==> src/rtl/systolic_mm_sequencer.sv <==
// Sequences one C = A x B pass over a ROWS x COLS output-stationary systolic array:
// operand buffers, diagonally skewed feed, accumulator drain and a valid/ready result stream.
module systolic_mm_sequencer #(
  parameter int ROWS   = 4,
  parameter int COLS   = 4,
  parameter int K_MAX  = 16,
  parameter int DATA_W = 8
) (
  input  logic                     clk,
  input  logic                     reset_n,
  input  logic                     start,
  input  logic [7:0]               cfg_m,
  input  logic [7:0]               cfg_n,
  input  logic [7:0]               cfg_k,
  output logic                     busy,
  output logic                     err,
  output logic                     done,
  input  logic                     a_we,
  input  logic [$clog2(ROWS)-1:0]  a_row,
  input  logic [$clog2(K_MAX)-1:0] a_col,
  input  logic [DATA_W-1:0]        a_data,
  input  logic                     b_we,
  input  logic [$clog2(K_MAX)-1:0] b_row,
  input  logic [$clog2(COLS)-1:0]  b_col,
  input  logic [DATA_W-1:0]        b_data,
  output logic                     arr_reset,
  output logic                     arr_through,
  output logic [ROWS*DATA_W-1:0]   arr_left,
  output logic [COLS*DATA_W-1:0]   arr_top,
  input  logic [COLS*DATA_W-1:0]   arr_down,
  output logic                     res_valid,
  input  logic                     res_ready,
  output logic [7:0]               res_row,
  output logic [COLS*DATA_W-1:0]   res_data,
  output logic                     res_last
);

  localparam int RA_W  = $clog2(ROWS);
  localparam int KA_W  = $clog2(K_MAX);
  localparam int CNT_W = $clog2(K_MAX + ROWS + COLS);

  typedef enum logic [2:0] {IDLE, CLEAR, FEED, DRAIN, OUT} state_t;

  state_t             state_q, state_d;
  logic [CNT_W-1:0]   cnt_q, cnt_d;
  logic [7:0]         row_q, row_d;
  logic [7:0]         m_q, n_q, k_q;
  logic               cfg_ok;
  logic [CNT_W-1:0]   feed_last;
  logic [RA_W-1:0]    drain_row;
  logic [ROWS*DATA_W-1:0] left_d;
  logic [COLS*DATA_W-1:0] top_d;
  logic [COLS*DATA_W-1:0] drain_word;

  logic [DATA_W-1:0]      a_mem [ROWS][K_MAX];
  logic [DATA_W-1:0]      b_mem [K_MAX][COLS];
  logic [COLS*DATA_W-1:0] c_mem [ROWS];

  assign cfg_ok = (cfg_m != 8'd0) && (cfg_m <= 8'(ROWS)) &&
                  (cfg_n != 8'd0) && (cfg_n <= 8'(COLS)) &&
                  (cfg_k != 8'd0) && (cfg_k <= 8'(K_MAX));

  // Last feed step lets the final operand pair reach the far corner PE.
  assign feed_last = CNT_W'(k_q) + CNT_W'(ROWS + COLS - 2);
  assign drain_row = RA_W'(CNT_W'(ROWS) - cnt_q);

  // NOTE: every signal written here gets a default first, so no path can infer a latch.
  always_comb begin
    state_d     = state_q;
    cnt_d       = cnt_q;
    row_d       = row_q;
    busy        = (state_q != IDLE);
    arr_reset   = 1'b0;
    arr_through = 1'b0;
    res_valid   = 1'b0;
    res_last    = 1'b0;
    res_row     = 8'd0;
    res_data    = '0;
    case (state_q)
      IDLE:  if (start && cfg_ok) state_d = CLEAR;
      CLEAR: begin
        arr_reset = 1'b1;
        state_d   = FEED;
        cnt_d     = '0;
      end
      FEED: begin
        if (cnt_q == feed_last) begin
          state_d = DRAIN;
          cnt_d   = '0;
        end else begin
          cnt_d = cnt_q + CNT_W'(1);
        end
      end
      DRAIN: begin
        arr_through = (cnt_q < CNT_W'(ROWS));
        if (cnt_q == CNT_W'(ROWS)) begin
          state_d = OUT;
          row_d   = 8'd0;
        end else begin
          cnt_d = cnt_q + CNT_W'(1);
        end
      end
      OUT: begin
        res_valid = 1'b1;
        res_last  = (row_q == m_q - 8'd1);
        res_row   = row_q;
        res_data  = c_mem[row_q[RA_W-1:0]];
        if (res_ready) begin
          if (row_q == m_q - 8'd1) state_d = IDLE;
          else                     row_d   = row_q + 8'd1;
        end
      end
      default: state_d = IDLE;
    endcase
  end

  // Skewed operands for the feed step about to start, so the edge registers them on time.
  always_comb begin
    left_d = '0;
    top_d  = '0;
    if (state_d == FEED) begin
      for (int i = 0; i < ROWS; i++) begin
        if ((8'(i) < m_q) && (cnt_d >= CNT_W'(i)) && ((cnt_d - CNT_W'(i)) < CNT_W'(k_q)))
          left_d[i*DATA_W +: DATA_W] = a_mem[i][KA_W'(cnt_d - CNT_W'(i))];
      end
      for (int j = 0; j < COLS; j++) begin
        if ((8'(j) < n_q) && (cnt_d >= CNT_W'(j)) && ((cnt_d - CNT_W'(j)) < CNT_W'(k_q)))
          top_d[j*DATA_W +: DATA_W] = b_mem[KA_W'(cnt_d - CNT_W'(j))][j];
      end
    end
  end

  always_comb begin
    drain_word = '0;
    if (8'(drain_row) < m_q) begin
      for (int j = 0; j < COLS; j++) begin
        if (8'(j) < n_q) drain_word[j*DATA_W +: DATA_W] = arr_down[j*DATA_W +: DATA_W];
      end
    end
  end

  // NOTE: state is updated with non-blocking assignments so every register samples pre-edge values.
  always_ff @(posedge clk) begin
    if (!reset_n) begin
      state_q  <= IDLE;
      cnt_q    <= '0;
      row_q    <= 8'd0;
      m_q      <= 8'd0;
      n_q      <= 8'd0;
      k_q      <= 8'd0;
      err      <= 1'b0;
      done     <= 1'b0;
      arr_left <= '0;
      arr_top  <= '0;
    end else begin
      state_q  <= state_d;
      cnt_q    <= cnt_d;
      row_q    <= row_d;
      err      <= (state_q == IDLE) && start && !cfg_ok;
      done     <= (state_q == OUT) && res_ready && (row_q == m_q - 8'd1);
      arr_left <= left_d;
      arr_top  <= top_d;
      if ((state_q == IDLE) && start && cfg_ok) begin
        m_q <= cfg_m;
        n_q <= cfg_n;
        k_q <= cfg_k;
      end
    end
  end

  // NOTE: buffers have no reset; their contents must survive reset and they map to plain RAM.
  always_ff @(posedge clk) begin
    if (a_we && (state_q == IDLE)) a_mem[a_row][a_col] <= a_data;
    if (b_we && (state_q == IDLE)) b_mem[b_row][b_col] <= b_data;
    if ((state_q == DRAIN) && (cnt_q != '0)) c_mem[drain_row] <= drain_word;
  end

endmodule

==> config.mk <==
export PLATFORM = sky130hd
export DESIGN_NAME = systolic_mm_sequencer
export DESIGN_NICKNAME = d
export VERILOG_FILES = /design/src/rtl/systolic_mm_sequencer.sv
export SDC_FILE = /design/constraint.sdc
export NUM_CORES = 2
export LEC_CHECK = 0
export CORE_MARGIN = 4
export CORE_UTILIZATION = 30
export CTS_CLUSTER_DIAMETER = 50
export DETAILED_ROUTE_END_ITERATION = 6
export DONT_BUFFER_PORTS = 1
export PLACE_DENSITY_LB_ADDON = 0.08
export SYNTH_ARGS = -nofsm -noshare
export SYNTH_HDL_FRONTEND = slang
export SYNTH_SLANG_ARGS = --single-unit
==> constraint.sdc <==
create_clock -name clk -period 8.54 [get_ports clk]
set_input_delay 0.854 -clock clk [delete_from_list [all_inputs] [get_ports clk]]
set_output_delay 0.854 -clock clk [all_outputs]
set_load 0.05 [all_outputs]
==> results by group <==
Synthesis
  – Cell area after technology mapping: ~50,000 µm²
  – Yosys top cell by area: sky130_fd_sc_hd__edfxtp_1
  – Number of distinct library cells after synthesis: between 80 and 90
  – Sequential area share after synthesis: 73.7%
  – Number of flops mapped to enable cells by yosys: 1,152
  – Async SR Flop Fraction: 0%
  – YS warnings: 0
  – Largest cells by area after synthesis: sky130_fd_sc_hd__edfxtp_1 (70%), sky130_fd_sc_hd__mux2i_1 (4.6%), sky130_fd_sc_hd__dfxtp_1 (4.2%)
  – Synthesized net count: ~3,200
  – Dominant register cell in the synthesized netlist: sky130_fd_sc_hd__edfxtp_1
  – Synth Area per Inst: approximately 16 µm²
  – Number of register bits inferred by synthesis: 1,257
  – Synth Instances: slightly above 3,000
  – Share of Yosys cell area claimed by the top area cell type: between 60 and 70%

Flow run
  – Max-capacitance violation count: 0

STA
  – Final setup violating endpoints: 0
  – Setup repair after global routing missed its margin: no
  – Final hold viol count: 0
  – Worst slew slack as a fraction of its limit: 17.0%
  – Layout Skew: roughly 24 ps
  – Number of pins with negative max-slew slack in the final report: 0
  – Portion of the clock cycle consumed by the worst path in the final layout: 83.5%
  – Sum of negative setup slack: 0 ps
  – Fmax: roughly 140 MHz
  – Final worst path period need: between 7000 and 8000 ps
  – Actual transition at the worst max-transition pin: 1240 ps
  – Min setup slack post-route: roughly 1400 ps

Global route
  – Global Route met2 Usage: ~28%
  – Residual overflow from global routing: 0
  – Global routing usage summed across all routing layers: between 10% and 20%
  – Highest-utilization routing layer at the global route stage: met2
  – GRT met3 Usage: approximately 3.3%
  – Largest net degree at the start of global routing: 124
  – First-pass GRT wire length: between 200,000 and 250,000 µm
  – Met1 capacity usage during global routing: a little under a quarter
  – Via count of the first global-routing pass: 28,200
  – Antenna violations before repair: 2

Power
  – Cell internal pwr: between 0.01 and 0.015 W
  – Flop pwr share: approximately 50%
  – Clock network fraction of design power: roughly 49%
  – Switching power of the nets: roughly 0.0027 W
  – Part of the power in combinational logic: less than 1%
  – Worst vdd ir: around 0.2 mV
  – Leakage dissipation: about 20 nW
  – Pwr dens: roughly 230 nW/µm²
  – Net switching share of the total power: approximately 20%

Worst setup path
  – Startpoint class of the critical path: register
  – Worst Setup End Kind: register
  – Data arrival time at the worst-slack endpoint: 7830 ps
  – Cell type with the highest occurrence count on the critical path: sky130_fd_sc_hd__ha_1
  – Slowest Stage Delay on Critical Path: a little over 800 ps
  – Worst reg2reg path depth: 17
  – Required time of the critical path: 9240 ps
  – Classification of the worst setup path: register to register
  – CP max-delay cell: sky130_fd_sc_hd__clkinv_1
  – Worst path cell trace: inv_1, ha_1, and4bb_2, a21oi_2, nand2_1, o22ai_4, inv_6, ha_1, xnor2_2, buf_4, clkinv_1, ha_1, a21o_1, a211o_1, a311oi_1, o21ai_1, a21oi_1
  – Critical Path Fanout Max: 49

Clocking
  – Number of gates given a new drive strength after cts: 0
  – Largest buffer count on any clock path: 3
  – Clock Tree Root: sky130_fd_sc_hd__clkbuf_16
  – Post-CTS Repair Setup Buffers: 0
  – TritonCTS clock tree: built
  – Clock insertion delay at the later pin of the skew report: 780 ps
  – Number of buffers inserted for hold repair after clock tree synthesis: 0
  – Total CTS buffers: 155
  – H-Tree Depth: 4
  – Clock Sink Count: approximately 1,300
  – Clock transition at path regs: roughly 60 ps

Placed design
  – Detailed Place HPWL: 92,200 µm
  – Post-placement setup slack: about 1400 ps
  – Count of port buffers added during placement: 0
  – Gp weighted congestion: a little under 0.8

Die
  – Standard-cell row count: between 100 and 150
  – Die Span Y: 415 µm
  – Initial standard-cell utilization of the core: ~30%
  – Die span in x: 415 µm
  – Io pins: 201
  – DIE AREA: about 170,000 µm²
  – Core region area: ~160,000 µm²

Final layout
  – Fin nets: 3,242
  – Post-route core utilization: 34.6%
  – Filler Cells Inserted: 15,600
  – Fraction of final layout cells sized beyond drive strength 1: between 10% and 20%
  – Post-synthesis to final-layout area growth: 14.7%

Drt
  – Remaining DRCs: 0
  – Vias after detailed routing: 28,000
  – Post-DRT Antenna Nets: 0
  – Overall routed net length: between 150,000 and 200,000 µm
  – Detail-routed via count per cell: about 5.1
  – Count of routing violations after the opening detailed-route iteration: about 2,300
  – Drt pass-1 iters: 5
  – Per-cell routed wire length: 27.9 µm

Worst hold path
  – Worst min path class: input pin to register
  – Cells on Worst Hold Path: 0

Run status
  – Outcome: completed
[cells by family (layout without fill, tap and decap cells)]
group           count (synthesis)  in the layout  synth area share, %
flops                        1257           1257                 73.7
fa+ha+maj                      30             30                0.754
mux                           302            302                 7.72
xor+xnor                       32             32                0.659
other cells                     0              6                    0
compound gates                554            554                 8.17
buf+inv                       222            356                 2.12
simple gates                  720            720                 6.83
[cells in the final DEF, fill, tap and decap left out, drive strengths merged, types with 14 or more instances in the layout]
master / n
edfxtp: 1152
nand2: 244
mux2i: 231
clkbuf: 198
nor2: 181
and3: 108
dfxtp: 105
o21ai: 96
a22o: 71
a211oi: 68
mux4: 65
a21oi: 61
nand3: 59
clkinv: 56
and2: 46
buf: 43
a311oi: 42
inv: 39
o22ai: 33
o211ai: 31
ha: 30
a31oi: 25
nor3: 24
a221oi: 21
xnor2: 18
a32oi: 17
o221ai: 16
a221o: 15
a222oi: 14
bufinv: 14
[power groups by stage]
| stage | clock (W) | sequential, W | combinational, W |
|---|---|---|---|
| floorplan | 0 | 0.00686 | 0.0000335 |
| global placement | 0 | 0.00685 | 0.0000592 |
| detailed placement | 0 | 0.00686 | 0.0000599 |
| CTS | 0.00667 | 0.00673 | 0.0000600 |
| global route | 0.00695 | 0.00672 | 0.0000627 |
| finish | 0.00652 | 0.00673 | 0.0000584 |
[routing by layer]
metal | wire length, µm | vias to the layer above | part of all wire (%)
met2 | 71900 | 721 | 47
met5 | 0 | - | 0
met4 | 3770 | 0 | 2.5
met1 | 68800 | 14700 | 45
met3 | 7300 | 186 | 4.8
li1 | - | 12400 | -
[cells in the mapped netlist, types with 25 or more instances]
| library cell | instances |
|---|---|
| sky130_fd_sc_hd__a311oi_1 | 41 |
| sky130_fd_sc_hd__a31oi_1 | 25 |
| sky130_fd_sc_hd__a22o_1 | 71 |
| sky130_fd_sc_hd__dfxtp_1 | 105 |
| sky130_fd_sc_hd__mux4_2 | 65 |
| sky130_fd_sc_hd__and2_1 | 46 |
| sky130_fd_sc_hd__edfxtp_1 | 1152 |
| sky130_fd_sc_hd__o21ai_0 | 91 |
| sky130_fd_sc_hd__nand2_1 | 243 |
| sky130_fd_sc_hd__ha_1 | 30 |
| sky130_fd_sc_hd__buf_2 | 61 |
| sky130_fd_sc_hd__a21oi_1 | 60 |
| sky130_fd_sc_hd__nand3_1 | 58 |
| sky130_fd_sc_hd__o22ai_1 | 32 |
| sky130_fd_sc_hd__mux2i_1 | 231 |
| sky130_fd_sc_hd__o211ai_1 | 30 |
| sky130_fd_sc_hd__and3_1 | 108 |
| sky130_fd_sc_hd__clkbuf_1 | 90 |
| sky130_fd_sc_hd__a211oi_1 | 67 |
| sky130_fd_sc_hd__nor2_1 | 179 |
[cell type report]
| class | instances | area, µm² | area share, % |
|---|---|---|---|
| repair buffers | 43 | 348 | 0.609 |
| clock buffers | 198 | 4150 | 7.26 |
| flip-flops and latches | 1257 | 36700 | 64.3 |
| clock inverters | 88 | 951 | 1.67 |
| well taps | 2189 | 2740 | 4.80 |
| diodes | 6 | 15.0 | 0.0263 |
| multi-input cells | 1638 | 12100 | 21.2 |
| inverters | 27 | 106 | 0.186 |
[flip-flops by register name (all words and copies together), names as in the netlist, named ones only]
signal and cells:
row_q 8, err 1, state_q 3, arr_left 32
c_mem 128, m_q 8, b_mem 512, cnt_q 5
arr_top 32, k_q 5, done 1, n_q 8
a_mem 512
[through the flow]
| step | area (µm²) | power, W | hold slack [ps] | std cells |
|---|---|---|---|---|
| after floorplan | 49800 | 0.00689 | 453 | 3117 |
| after global placement | 52000 | 0.00691 | 467 | 5154 |
| after detailed placement | 52000 | 0.00691 | 470 | 5154 |
| after CTS | 57100 | 0.0135 | 87.9 | 5440 |
| after global routing | 57100 | 0.0137 | 102 | 5440 |
| final | 57100 | 0.0133 | 163 | 5446 |
[path summary, 6_finish.rpt]
kind | start | end | slack (ps)
min reg2reg | n_q[7] | n_q[7] | 480
max reg2reg | cnt_q[0] | arr_left[19] | 1410
min | a_data[4] | a_mem[2][12] | 160
max | cnt_q[0] | arr_left[19] | 1410
[critical path, delay by kind of cell (launching register included)]
kind / cells / cell delay [ps]
AO/OA/AOI/OAI: 7 / 2660
XOR/XNOR: 1 / 190
adder cells (fa/ha/maj): 3 / 1280
buffers and inverters: 4 / 1680
flip-flops: 1 / 690
AND/OR/NAND/NOR: 2 / 510
Power figures use the tool's default switching activity.
